### src/rtl/elevator_car_controller.sv
// Car controller for an 8-floor elevator: latches calls, steps one floor per FLOOR_TICKS, holds the door DOOR_TICKS.
// All outputs registered; a call is seen by dispatch one cycle after its strobe; call strobes are always accepted.
module elevator_car_controller #(
    parameter int FLOOR_TICKS = 4,
    parameter int DOOR_TICKS  = 3
) (
    input  logic       clock,
    input  logic       reset,
    input  logic       call_valid,
    input  logic [2:0] call_floor,
    input  logic       goingUp,
    output logic [7:0] floorsCalled,
    output logic [2:0] currentFloor,
    output logic       moving,
    output logic       dir_up,
    output logic       door_open,
    output logic       arrived
);
    localparam int MAX_TICKS = (FLOOR_TICKS > DOOR_TICKS) ? FLOOR_TICKS : DOOR_TICKS;
    localparam int CW        = (MAX_TICKS > 1) ? $clog2(MAX_TICKS) : 1;
    localparam logic [CW-1:0] FLOOR_LAST = CW'(FLOOR_TICKS - 1);
    localparam logic [CW-1:0] DOOR_LAST  = CW'(DOOR_TICKS - 1);
    localparam logic [CW-1:0] TICK_ONE   = CW'(1);

    typedef enum logic [1:0] {IDLE, MOVE, DOOR} state_t;

    state_t        state_q, state_d;
    logic [7:0]    floors_called_q, floors_called_d;
    logic [2:0]    current_floor_q, current_floor_d;
    logic [CW-1:0] tick_q, tick_d;
    logic          dir_up_q, dir_up_d;
    logic          moving_q, moving_d;
    logic          door_open_q, door_open_d;
    logic          arrived_q, arrived_d;

    logic [7:0]    set_mask, clr_mask, pending, calls_above, calls_below;
    logic [2:0]    next_floor;
    logic          same_floor_call;

    always_comb begin
        same_floor_call = call_valid && (call_floor == current_floor_q);
        set_mask        = '0;
        // A call for the floor whose door is already open only holds the door.
        if (call_valid && !((state_q == DOOR) && same_floor_call))
            set_mask[call_floor] = 1'b1;
        pending     = floors_called_q | set_mask;
        calls_above = floors_called_q & (8'hFE << current_floor_q);
        calls_below = floors_called_q & ((8'h01 << current_floor_q) - 8'h01);
        next_floor  = dir_up_q ? (current_floor_q + 3'd1) : (current_floor_q - 3'd1);

        clr_mask        = '0;
        state_d         = state_q;
        tick_d          = tick_q;
        current_floor_d = current_floor_q;
        dir_up_d        = dir_up_q;
        arrived_d       = 1'b0;

        case (state_q)
            IDLE: begin
                if (floors_called_q[current_floor_q]) begin
                    state_d                   = DOOR;
                    tick_d                    = '0;
                    clr_mask[current_floor_q] = 1'b1;
                    arrived_d                 = 1'b1;
                end else if (floors_called_q != 8'h00) begin
                    state_d  = MOVE;
                    tick_d   = '0;
                    // Honour the suggested direction only if something is waiting that way.
                    dir_up_d = goingUp ? (calls_above != 8'h00) : (calls_below == 8'h00);
                end
            end
            MOVE: begin
                if (tick_q == FLOOR_LAST) begin
                    tick_d          = '0;
                    current_floor_d = next_floor;
                    if (pending[next_floor]) begin
                        state_d              = DOOR;
                        clr_mask[next_floor] = 1'b1;
                        arrived_d            = 1'b1;
                    end
                end else begin
                    tick_d = tick_q + TICK_ONE;
                end
            end
            DOOR: begin
                if (same_floor_call) begin
                    tick_d = '0;
                end else if (tick_q == DOOR_LAST) begin
                    state_d = IDLE;
                    tick_d  = '0;
                end else begin
                    tick_d = tick_q + TICK_ONE;
                end
            end
            default: begin
                state_d = IDLE;
                tick_d  = '0;
            end
        endcase

        floors_called_d = pending & ~clr_mask;
        moving_d        = (state_d == MOVE);
        door_open_d     = (state_d == DOOR);
    end

    always_ff @(posedge clock or posedge reset) begin
        if (reset) begin
            state_q         <= IDLE;
            floors_called_q <= '0;
            current_floor_q <= '0;
            tick_q          <= '0;
            dir_up_q        <= 1'b1;
            moving_q        <= 1'b0;
            door_open_q     <= 1'b0;
            arrived_q       <= 1'b0;
        end else begin
            state_q         <= state_d;
            floors_called_q <= floors_called_d;
            current_floor_q <= current_floor_d;
            tick_q          <= tick_d;
            dir_up_q        <= dir_up_d;
            moving_q        <= moving_d;
            door_open_q     <= door_open_d;
            arrived_q       <= arrived_d;
        end
    end

    assign floorsCalled = floors_called_q;
    assign currentFloor = current_floor_q;
    assign moving       = moving_q;
    assign dir_up       = dir_up_q;
    assign door_open    = door_open_q;
    assign arrived      = arrived_q;

endmodule

### config.mk
export PLATFORM = sky130hd
export DESIGN_NAME = elevator_car_controller
export DESIGN_NICKNAME = d
export VERILOG_FILES = /design/src/rtl/elevator_car_controller.sv
export SDC_FILE = /design/constraint.sdc
export NUM_CORES = 1
export LEC_CHECK = 0
export ABC_AREA = 0
export CORE_UTILIZATION = 49
export DETAILED_ROUTE_END_ITERATION = 16
export PLACE_DENSITY_LB_ADDON = 0.25
export SETUP_SLACK_MARGIN = 0.2
export SLEW_MARGIN = 0
export SYNTH_ARGS = -nofsm -noshare
export SYNTH_HDL_FRONTEND = slang
export SYNTH_SLANG_ARGS = --single-unit
### constraint.sdc
create_clock -name clock -period 3 [get_ports clock]
set_clock_uncertainty 0.1 [all_clocks]
set_input_delay 0.6 -clock clock [delete_from_list [all_inputs] [get_ports clock]]
set_output_delay 0.6 -clock clock [all_outputs]
set_load 0.005 [all_outputs]
# [Word level (Yosys, flattened, before mapping)]
# Cells that the tools add are included.
[classes] add_sub_neg=4 n_lt_le_gt_ge=6 eq_ne=8 n_shift=2 muxes=34 bitwise_logic=6 reduce_logical=13
[ops] op="$mux W8" n=4
[ops] op="$and A8 B8 Y8" n=3
[ops] op="$mux W2" n=11
[ops] op="$pmux W8 S2" n=1
[ops] op="$reduce_bool A8 Y1" n=2
[ops] op="$lt A3 B4 Y1 const B" n=3
[ops] op="$pmux W2 S3" n=2
[ops] op="$demux W1 S3" n=3
[ops] op="$ge A3 B1 Y1 const B" n=3
[ops] op="$mux W1" n=9
[ops] op="$eq A2 B2 Y1 const B" n=4
[ops] op="$logic_not A8 Y1" n=1
[ops] op="$not A8 Y8" n=1
[ops] op="$or A8 B8 Y8" n=1
[ops] op="$shl A1 B3 Y8 const A" n=1
[ops] op="$shl A8 B3 Y8 const A" n=1
[ops] op="$sub A8 B1 Y8 const B" n=1
[ops] op="$bmux W1 S3" n=2
[ops] op="$logic_and A1 B1 Y1" n=6
[ops] op="$eq A2 B1 Y1 const B" n=2
[ops] op="$add A3 B1 Y3 const B" n=1
[ops] op="$eq A3 B3 Y1" n=1
[ops] op="$mux W3" n=1
[ops] op="$ne A3 B3 Y1 const B" n=1
[ops] op="other kinds (8)" n=8
[word_totals] register_bits=19 in_bits=7 out_inout_bits=15 elab_cells=81

# [Depth between registers and ports, before layout]
# Gate-level depths: netlist of the first run.
[logic_depth] ltp_word=14 depth_mapped=12

# [Worst setup path before layout of the first run]
# OpenSTA, ideal clock, no wires.
[synth_timing] kind="flip-flop to flip-flop" startpoint="register current_floor_q[0], in the netlist currentFloor[0]" endpoint="register floors_called_q[2], in the netlist floorsCalled[2]" setup_ns=0.136 t_arrival_ns=2.736 required_ns=2.764 path_slack_ns=0.029 stages_incl_launch_ff=11 path_buffers=1 cell_sequence="dfrtp_1 > clkbuf_1 > inv_1 > fa_1 > xor3_2 > a211oi_1 > a2111oi_0 > a221oi_2 > a31oi_2 > and2_4 > a211oi_2"
[synth_via] elab_cells_between_ends=30 classes_between="add/sub: 2; order compare: 4; eq/ne: 1; mux: 14; bitwise: 3; reduce/logical: 6"
[synth_rtl] item="from (decl)" line="29" rtl="logic [2:0] current_floor_q, current_floor_d;"
[synth_rtl] item="from (signal assigned)" line="119" rtl="current_floor_q <= current_floor_d;"
[synth_rtl] item="$sub A3 B1 Y3 / $add A3 B1 Y3 (equally long branches)" line="49" rtl="next_floor = dir_up_q ? (current_floor_q + 3'd1) : (current_floor_q - 3'd1);"
[synth_rtl] item="$mux W3 (*)" line="49"
[synth_rtl] item="via next_floor[0]" line="37" rtl="logic [2:0] next_floor;"
[synth_rtl] item="$lt A3 B4 Y1 (implied by the code) / $ge A3 B1 Y1 (equally long branches)" line="78" rtl="clr_mask[next_floor] = 1'b1;"
[synth_rtl] item="$logic_and A1 B1 Y1 (implied by the code)" line="78"
[synth_rtl] item="$mux W1 (implied by the code)" line="78"
[synth_rtl] item="$demux W1 S3" line="78"
[synth_rtl] item="$mux W8 (*)" line="76" rtl="if (pending[next_floor]) begin"
[synth_rtl] item="$mux W8 (*)" line="73" rtl="if (tick_q == FLOOR_LAST) begin"
[synth_rtl] item="$pmux W8 S2 (*)" line="58" rtl="case (state_q)"
[synth_rtl] item="$not A8 Y8 (*)" line="101" rtl="floors_called_d = pending & ~clr_mask;"
[synth_rtl] item="$and A8 B8 Y8 (*)" line="101"
[synth_rtl] item="via floors_called_d[2]" line="28" rtl="logic [7:0] floors_called_q, floors_called_d;"
[synth_rtl] item="to (signal assigned)" line="118" rtl="floors_called_q <= floors_called_d;"
[synth_rtl] item="to (decl)" line="28"
# The timed path passes the listed nets; every way through them passes the cells marked *. The select of a mux whose other input is x is not followed.
# A chain may end at the register's enable or synchronous reset.

# [Worst setup path after layout of the first run]
[layout_timing] startpoint="input call_floor[0]" endpoint="register floors_called_q[2], in the netlist floorsCalled[2]"
[layout_via] elab_chain_cells=14 elab_cells_between_ends=19 classes_between="order compare: 2; eq/ne: 1; mux: 8; bitwise: 3; reduce/logical: 5"
[layout_rtl] item="from (decl)" line="10" rtl="input logic [2:0] call_floor,"
[layout_rtl] item="parallel branches: the longest is 5 deep, another holds $lt A3 B4 Y1"
[layout_rtl] item="$mux W8 (*)" line="44" rtl="if (call_valid && !((state_q == DOOR) && same_floor_call))"
[layout_rtl] item="$or A8 B8 Y8 (*)" line="46" rtl="pending = floors_called_q | set_mask;"
[layout_rtl] item="$bmux W1 S3" line="76"
[layout_rtl] item="$mux W1 (implied by the code)" line="76"
[layout_rtl] item="$mux W8" line="76"
[layout_rtl] item="$mux W8" line="73"
[layout_rtl] item="$pmux W8 S2" line="58"
[layout_rtl] item="$not A8 Y8" line="101"
[layout_rtl] item="$and A8 B8 Y8 (*)" line="101"
[layout_rtl] item="via floors_called_d[2]" line="28"
# Mark *: on every way through the listed nets, which the timed path passes. The select of a mux whose other input is x is not followed.

==> results.md, run 1 <==
* Via density at between 6 and 7
* Cell Int Power at 895 uW
* Main synth FF type: dfrtp_1
* Fin Setup TNS at 0 ps
* CORE AREA at 3050 um^2
* Antenna viol nets, final at 0
* Clock latency on the worst-skew pair at roughly 310 ps
* Initial Utilization at 0.518
* Final hold vios at 0
* Worst vdd ir at roughly 370 uV
* GRT Residual Overflow at 0
* Crit-path max FO at 9
* Pre-Repair DR Iteration Count at 6
* Netlist cell types at 51
* Cell row count at 20
* Routed met3 length at roughly 390 um
* Drt wl/cell at 17.3 um
* Comb pwr share at 0.652
* WP data arrival at 2870 ps
* Worst Path Class, Setup: in2reg
* WL met1 at a little over 2 mm
* Worst-path clk slew at 120 ps
* Crit end category: flop
* Final core utilization at 0.671
* Post-synthesis async set-or-reset flop share at 1.00
* Sequential share of the synthesized area at 0.302
* Clk pwr share at 0.087
* Final Net Count at approximately 240
* Mean post-synth cell area at 8.68 um^2
* Outcome: complete, no violations
* Post-Route WL at 4.57 mm
* WP data required at 3130 ps
* Share of cells above drive strength 1 at 0.200
* Layout Cells excl Fill at 264
* Global placer's final weighted congestion at 0.923
* Tightest Pin Transition at 744 ps
* Die area at 3460 um^2
* Worst hold path type: reg2reg
* Final setup viols at 0
* Post-CTS Hold Fix Bufs at 0
* Dpl ws at -132 ps
* Post-route minimum period at 2740 ps
* CTS tree: done
* Leakage at 0.000823 uW
* Max transition margin at 0.504
* Tot Pwr at 1630 uW
* Final worst-path cycle share at 0.913
* Unrepaired setup endpoints after global routing: true
* Clk buf depth at 2
* Die Wd at ~59 um
* I/O Pins at 22
* First-pass GRT wire length at between 7 and 8 mm
* Drt first-iter violations at 127
* Switching portion of total power at 0.451
* CP max stage delay at 500 ps
* Fmax at approximately 360 MHz
* Total track usage at 0.296
* Die height at 58.8 um
* CP max-delay cell: clkdlybuf4s50_1
* Total CTS buffers at 3
* CTS Sinks at 19
* EDFF count, synth at 0
* Flip-flop and latch count after synthesis at 19
* Initial antenna violation count at 0
* Max Slew Vio Count at 0
* Cell Area, Synth at 1580 um^2
* Reg power frac at 0.260
* Highest metal used: met4
* Placed cells at 257
* Hpwl dp at 3.26 mm
* Pwr per Cell Area at 796 nW/um^2
* P&R area growth vs syn at 29.7%
* Met2 WL at 2.09 mm
* Post-Syn Instances at ~180
* Final worst setup slack at 260 ps
* Syn Nets at 199
* Residual DRC at 0
* Number of global-route vias before repair at 1545
* Most frequent cells in the layout: 21 x buf_4, 20 x nor2_1, 20 x clkdlybuf4s50_1
* Total number of yosys warnings at 0
* CP Launch Type: input port
* Clk root buf: clkbuf_4
* CP cell instances: clkdlybuf4s50_1, xnor2_2, nand4_2, a41o_1, a221oi_4, a31oi_4, and2_4, a211oi_2
* Max Cap Viol at 0
* Largest net degree at the start of global routing at 21
* CTS H-tree depth at 1
* Number of antenna repair diodes at 0
* Sw Pwr at 736 uW
* Via count at 1627
* Port bufs at 21
* Commonest non-fill, non-tap cell in the layout: buf_4
[per-stage QoR]
step	cell area, um^2	hold slack [ps]
floorplan	1580	417
global placement	1940	422
detailed placement	1940	457
CTS	1990	477
global route	2050	513
finish	2050	459
[per-layer routing]
| metal | GRT usage | up-vias |
|---|---|---|
| met5 | 0 | - |
| met4 | 0.102 | 0 |
| met3 | 0.0352 | 9 |
| met2 | 0.466 | 97 |
| met1 | 0.419 | 769 |
| li1 | - | 752 |
[worst paths after layout]
check,startpoint,to,slack (ps),cells after the start
min,dir_up,dir_up,460,2
max in group asynchronous,reset,floorsCalled[2],1740,2
max,call_floor[0],floorsCalled[2],260,8
min reg2reg,dir_up,dir_up,460,2
min in group asynchronous,reset,floorsCalled[3],600,2
max reg2reg,currentFloor[0],floorsCalled[2],290,9
[sequential cells by signal, indices dropped and copies added (netlist names)]
signal / cells
state_q: 2
floorsCalled: 8
dir_up: 1
arrived: 1
currentFloor: 3
tick_q: 2
moving: 1
door_open: 1
[cell families (layout without fill, tap and decap cells)]
logic type / Yosys count / count (layout) / share of synthesized area
multiplexers: 4 / 4 / 0.0412
adder cells (fa/ha/maj): 10 / 10 / 0.0839
AO/OA/AOI/OAI: 59 / 59 / 0.265
XOR/XNOR: 7 / 7 / 0.0578
AND/OR/NAND/NOR: 63 / 63 / 0.193
buffers and inverters: 20 / 58 / 0.0570
flip-flops: 19 / 19 / 0.302
[power groups by stage]
stage          Sequential, uW  Combinational [uW]  Clock, uW
3_3_place_gp              419                 933          0
3_5_place_dp              424                 959          0
6_report                  425                1060        142
5_1_grt                   436                1160        155
2_1_floorplan             405                 623          0
4_1_cts                   419                1000        144
[worst max-delay path, delay by kind of cell]
kind | cells | cell delay [ps]
AOI/OAI and AO/OA | 4 | 1090
buffers and inverters | 1 | 500
and+or+nand+nor | 2 | 420
xor gates and xnor gates | 1 | 250
[layout make-up]
class	instances	area [um^2]
Tap cell	44	55.1
Inverter	12	45.0
Fill cell	282	1000
Timing Repair Buffer	42	370
Sequential cell	19	477
Clock inverter	1	7.51
Clock buffer	3	22.5
Multi-Input combinational cell	143	1070
[repair_timing]
item / in CTS / in global routing
setup endpoints to repair: 3 / 11
gates resized for setup: 3 / 6
cloned: 0 / 0
setup buffers: 0 / 3
pin swaps: 0 / 1
[Yosys cell counts (2+ instances only)]
library cell  count  area [um^2]
mux2i_1           2         20.0
nor3_1            6         30.0
and2_1            2         12.5
a32o_1            2         20.0
xnor2_1           5         43.8
a211oi_2          2         25.0
nand3_1           5         25.0
a21oi_1          12         60.1
inv_1            12         45.0
dfrtp_1          18          450
ha_1              9          113
buf_1             2         7.51
mux4_2            2         45.0
nand2b_1          3         18.8
o21ai_0          14         70.1
clkbuf_1          4         15.0
a31oi_1           5         31.3
buf_6             2         22.5
nor4_1            2         12.5
nor2_1           20         75.1
a311oi_1          2         17.5
a211oi_1          4         30.0
o21a_1            2         15.0
nor2b_1           3         18.8
a41o_1            2         20.0
nand2_1          15         56.3
(Power assumes the default switching activity.)
==> run 2: changes to the inputs <==
Settings changed: CORE_ASPECT_RATIO set to 1.2.
Clock period 3 ns to 2.2 ns, I/O delays scaled along.
==> run 2 against run 1 <==
Effect of this change:
- the flow now finishes with violations (negative setup slack)
- non-clock buffer count rose by 56
- worst setup slack got worse by 750 ps
- routed wire length rose by 57%
- critical path type is now reg2reg
- critical endpoint is now floorsCalled[1]
- highest routed layer unchanged
==> results.md, run 2 (same netlist as run 1, synthesis figures left out) <==
* Met2 WL at 3.40 mm (was 2.09 mm)
* Clock latency on the worst-skew pair at 320 ps (was 310 ps)
* Via density at 6.64 (was 6.16)
* Outcome: complete, but fails checks (was complete, no violations)
* CP max-delay cell: dfstp_2 (was clkdlybuf4s50_1)
* Total track usage at 0.408 (was 0.296)
* CP cell instances: buf_6, xor3_2, buf_4, nor3_4, a221oi_2, buf_4, a31oi_4, and2_4, a211oi_2 (was clkdlybuf4s50_1, xnor2_2, nand4_2, a41o_1, a221oi_4, a31oi_4, and2_4, a211oi_2)
* Clk pwr share at 0.063 (was 0.087)
* Max reg flops at 8 (unchanged)
* Die Wd at 53.8 um (was 58.8 um)
* Share of cells above drive strength 1 at 0.458 (was 0.200)
* Largest net degree at the start of global routing at 20 (was 21)
* Sw Pwr at 1410 uW (was 736 uW)
* Clk root buf: clkbuf_4 (unchanged)
* Hpwl dp at 3.93 mm (was 3.26 mm)
* Die area at 3460 um^2 (about the same)
* Final setup viols at 14 (was 0)
* First-pass GRT wire length at 9.85 mm (was 7.56 mm)
* CTS H-tree depth at 1 (unchanged)
* CTS tree: done (unchanged)
* CP max stage delay at 590 ps (was 500 ps)
* Final worst setup slack at -489 ps (was 260 ps)
* Min Hold Slack at 329 ps (was 459 ps)
* Fin Setup TNS at -5530 ps (was 0 ps)
* CP Launch Type: flop (was input port)
* CORE AREA at 3060 um^2 (was 3050 um^2)
* Register Area at 479 um^2 (was 477 um^2)
* Post-Route WL at 7.18 mm (was 4.57 mm)
* CTS Sinks at 19 (unchanged)
* Die height at 64.2 um (was 58.8 um)
* Port bufs at 21 (unchanged)
* R2R cell count at 9 (unchanged)
* Max transition margin at 0.636 (was 0.504)
* Post-route minimum period at 2690 ps
* WL met1 at 2.56 mm (was 2.03 mm)
* Worst Path Class, Setup: reg2reg (was in2reg)
* Fmax at 372 MHz
* Initial Utilization at 0.517 (was 0.518)
* Max Slew Vio Count at 0 (unchanged)
* Leakage at 0.00113 uW (was 0.000823 uW)
* Global placer's final weighted congestion at 0.988 (was 0.923)
* Reg power frac at 0.168 (was 0.260)
* I/O Pins at 22 (unchanged)
* Tightest Pin Transition at 542 ps (was 744 ps)
* Clk buf depth at 2 (unchanged)
* Antenna viol nets, final at 0 (unchanged)
* Crit end category: flop (unchanged)
* Number of global-route vias before repair at 1993 (was 1545)
* Post-CTS Hold Fix Bufs at 0 (unchanged)
* WP data arrival at 2790 ps (was 2870 ps)
* Total CTS buffers at 3 (unchanged)
* Number of antenna repair diodes at 0 (unchanged)
* Routed met3 length at 563 um (was 386 um)
* Crit-path max FO at 5 (was 9)
* Multi-input logic area at 1240 um^2 (was 1070 um^2)
* Worst-path clk slew at 120 ps (about the same)
* Drt first-iter violations at 166 (was 127)
* Max Cap Viol at 0 (unchanged)
* CP dominant cell by count: buf_4
* Final worst-path cycle share at 1.22
* WP data required at 2300 ps (was 3130 ps)
* Final hold vios at 0 (unchanged)
* Cell Int Power at 1710 uW (was 895 uW)
* Residual DRC at 0 (unchanged)
* P&R area growth vs syn at 70.5% (was 29.7%)
* Layout Cells excl Fill at 313 (was 264)
* Switching portion of total power at 0.452 (was 0.451)
* Placed cells at 289 (was 257)
* GRT Residual Overflow at 0 (unchanged)
* Highest metal used: met4 (unchanged)
* Initial antenna violation count at 0 (unchanged)
* Filler cell count at 139 (was 282)
* Pre-Repair DR Iteration Count at 5 (was 6)
* Worst vdd ir at 924 uV (was 369 uV)
* Comb pwr share at 0.769 (was 0.652)
* Cell row count at 22 (was 20)
* Pwr per Cell Area at 1160 nW/um^2 (was 796 nW/um^2)
* Worst hold path type: in2async (was reg2reg)
* Most frequent cells in the layout: 64 x buf_4, 18 x clkdlybuf4s50_1, 16 x dfrtp_1 (was 21 x buf_4, 20 x nor2_1, 20 x clkdlybuf4s50_1)
* Violated checks: negative setup slack
* Via count at 2078 (was 1627)
* Drt wl/cell at 22.9 um (was 17.3 um)
* Commonest non-fill, non-tap cell in the layout: buf_4 (unchanged)
* Final Net Count at 295 (was 238)
* Unrepaired setup endpoints after global routing: true (unchanged)
-- run 2: area by class of cell --
cell class,count,area share
Clock buffer,4,0.00975
Inverter,12,0.0186
Multi-Input combinational cell,144,0.462
Sequential cell,19,0.178
Timing Repair Buffer,98,0.315
Tap cell,36,0.0167
-- run 2: power groups by stage --
| stage | sequential (uW) | combinational [uW] | clock, uW |
|---|---|---|---|
| 3_5_place_dp | 521 | 1700 | 0 |
| 5_1_grt | 533 | 2540 | 217 |
| 2_1_floorplan | 557 | 922 | 0 |
| 6_report | 525 | 2400 | 198 |
| 4_1_cts | 516 | 2040 | 192 |
| 3_3_place_gp | 515 | 1640 | 0 |
-- run 2: what timing repair did --
| action | 4_1_cts | 5_1_grt |
|---|---|---|
| endpoints found under the setup margin | 19 | 18 |
| resized for setup | 37 | 28 |
| pin swaps | 12 | 10 |
| gates cloned | 1 | 0 |
| buffers inserted | 11 | 8 |
-- run 2: worst paths after layout --
path	from	end	slack, ps
min in group clock	tick_q[1]	tick_q[1]	530
worst min register to register	tick_q[1]	tick_q[1]	530
worst min-delay path	reset	state_q[0]	330
max in group asynchronous	reset	dir_up	1400
worst max-delay path	dir_up	floorsCalled[1]	-490
worst max register to register	dir_up	floorsCalled[1]	-490
-- run 2: stage by stage --
step	worst slack, ps	power (uW)	area (um^2)	util
2_1_floorplan	-454	1480	1650	-
6_report	-489	3120	2690	0.882
5_1_grt	-560	3290	2690	0.882
3_3_place_gp	-570	2150	2260	0.741
3_5_place_dp	-608	2220	2260	0.741
4_1_cts	-318	2750	2520	0.826
-- run 2: metal layers --
layer	global-route usage	up-vias
met4	0.280	0
met2	0.660	151
met5	0	-
met1	0.462	994
met3	0.0762	63
li1	-	870
-- run 2: critical path: cells and delay by family (launching register included) --
family                    cells  cell delay (ps)
buffers and inverters         3              500
and+or+nand+nor               2              430
AOI/OAI and AO/OA             3              430
xor gates and xnor gates      1              510
DFF                           1              590
==> run 3: changes to the inputs <==
Settings changed: ABC_AREA 0 to unset.
==> results of run 3 <==
Same layout as run 2: the final DEF is identical, and so are final timing and power.
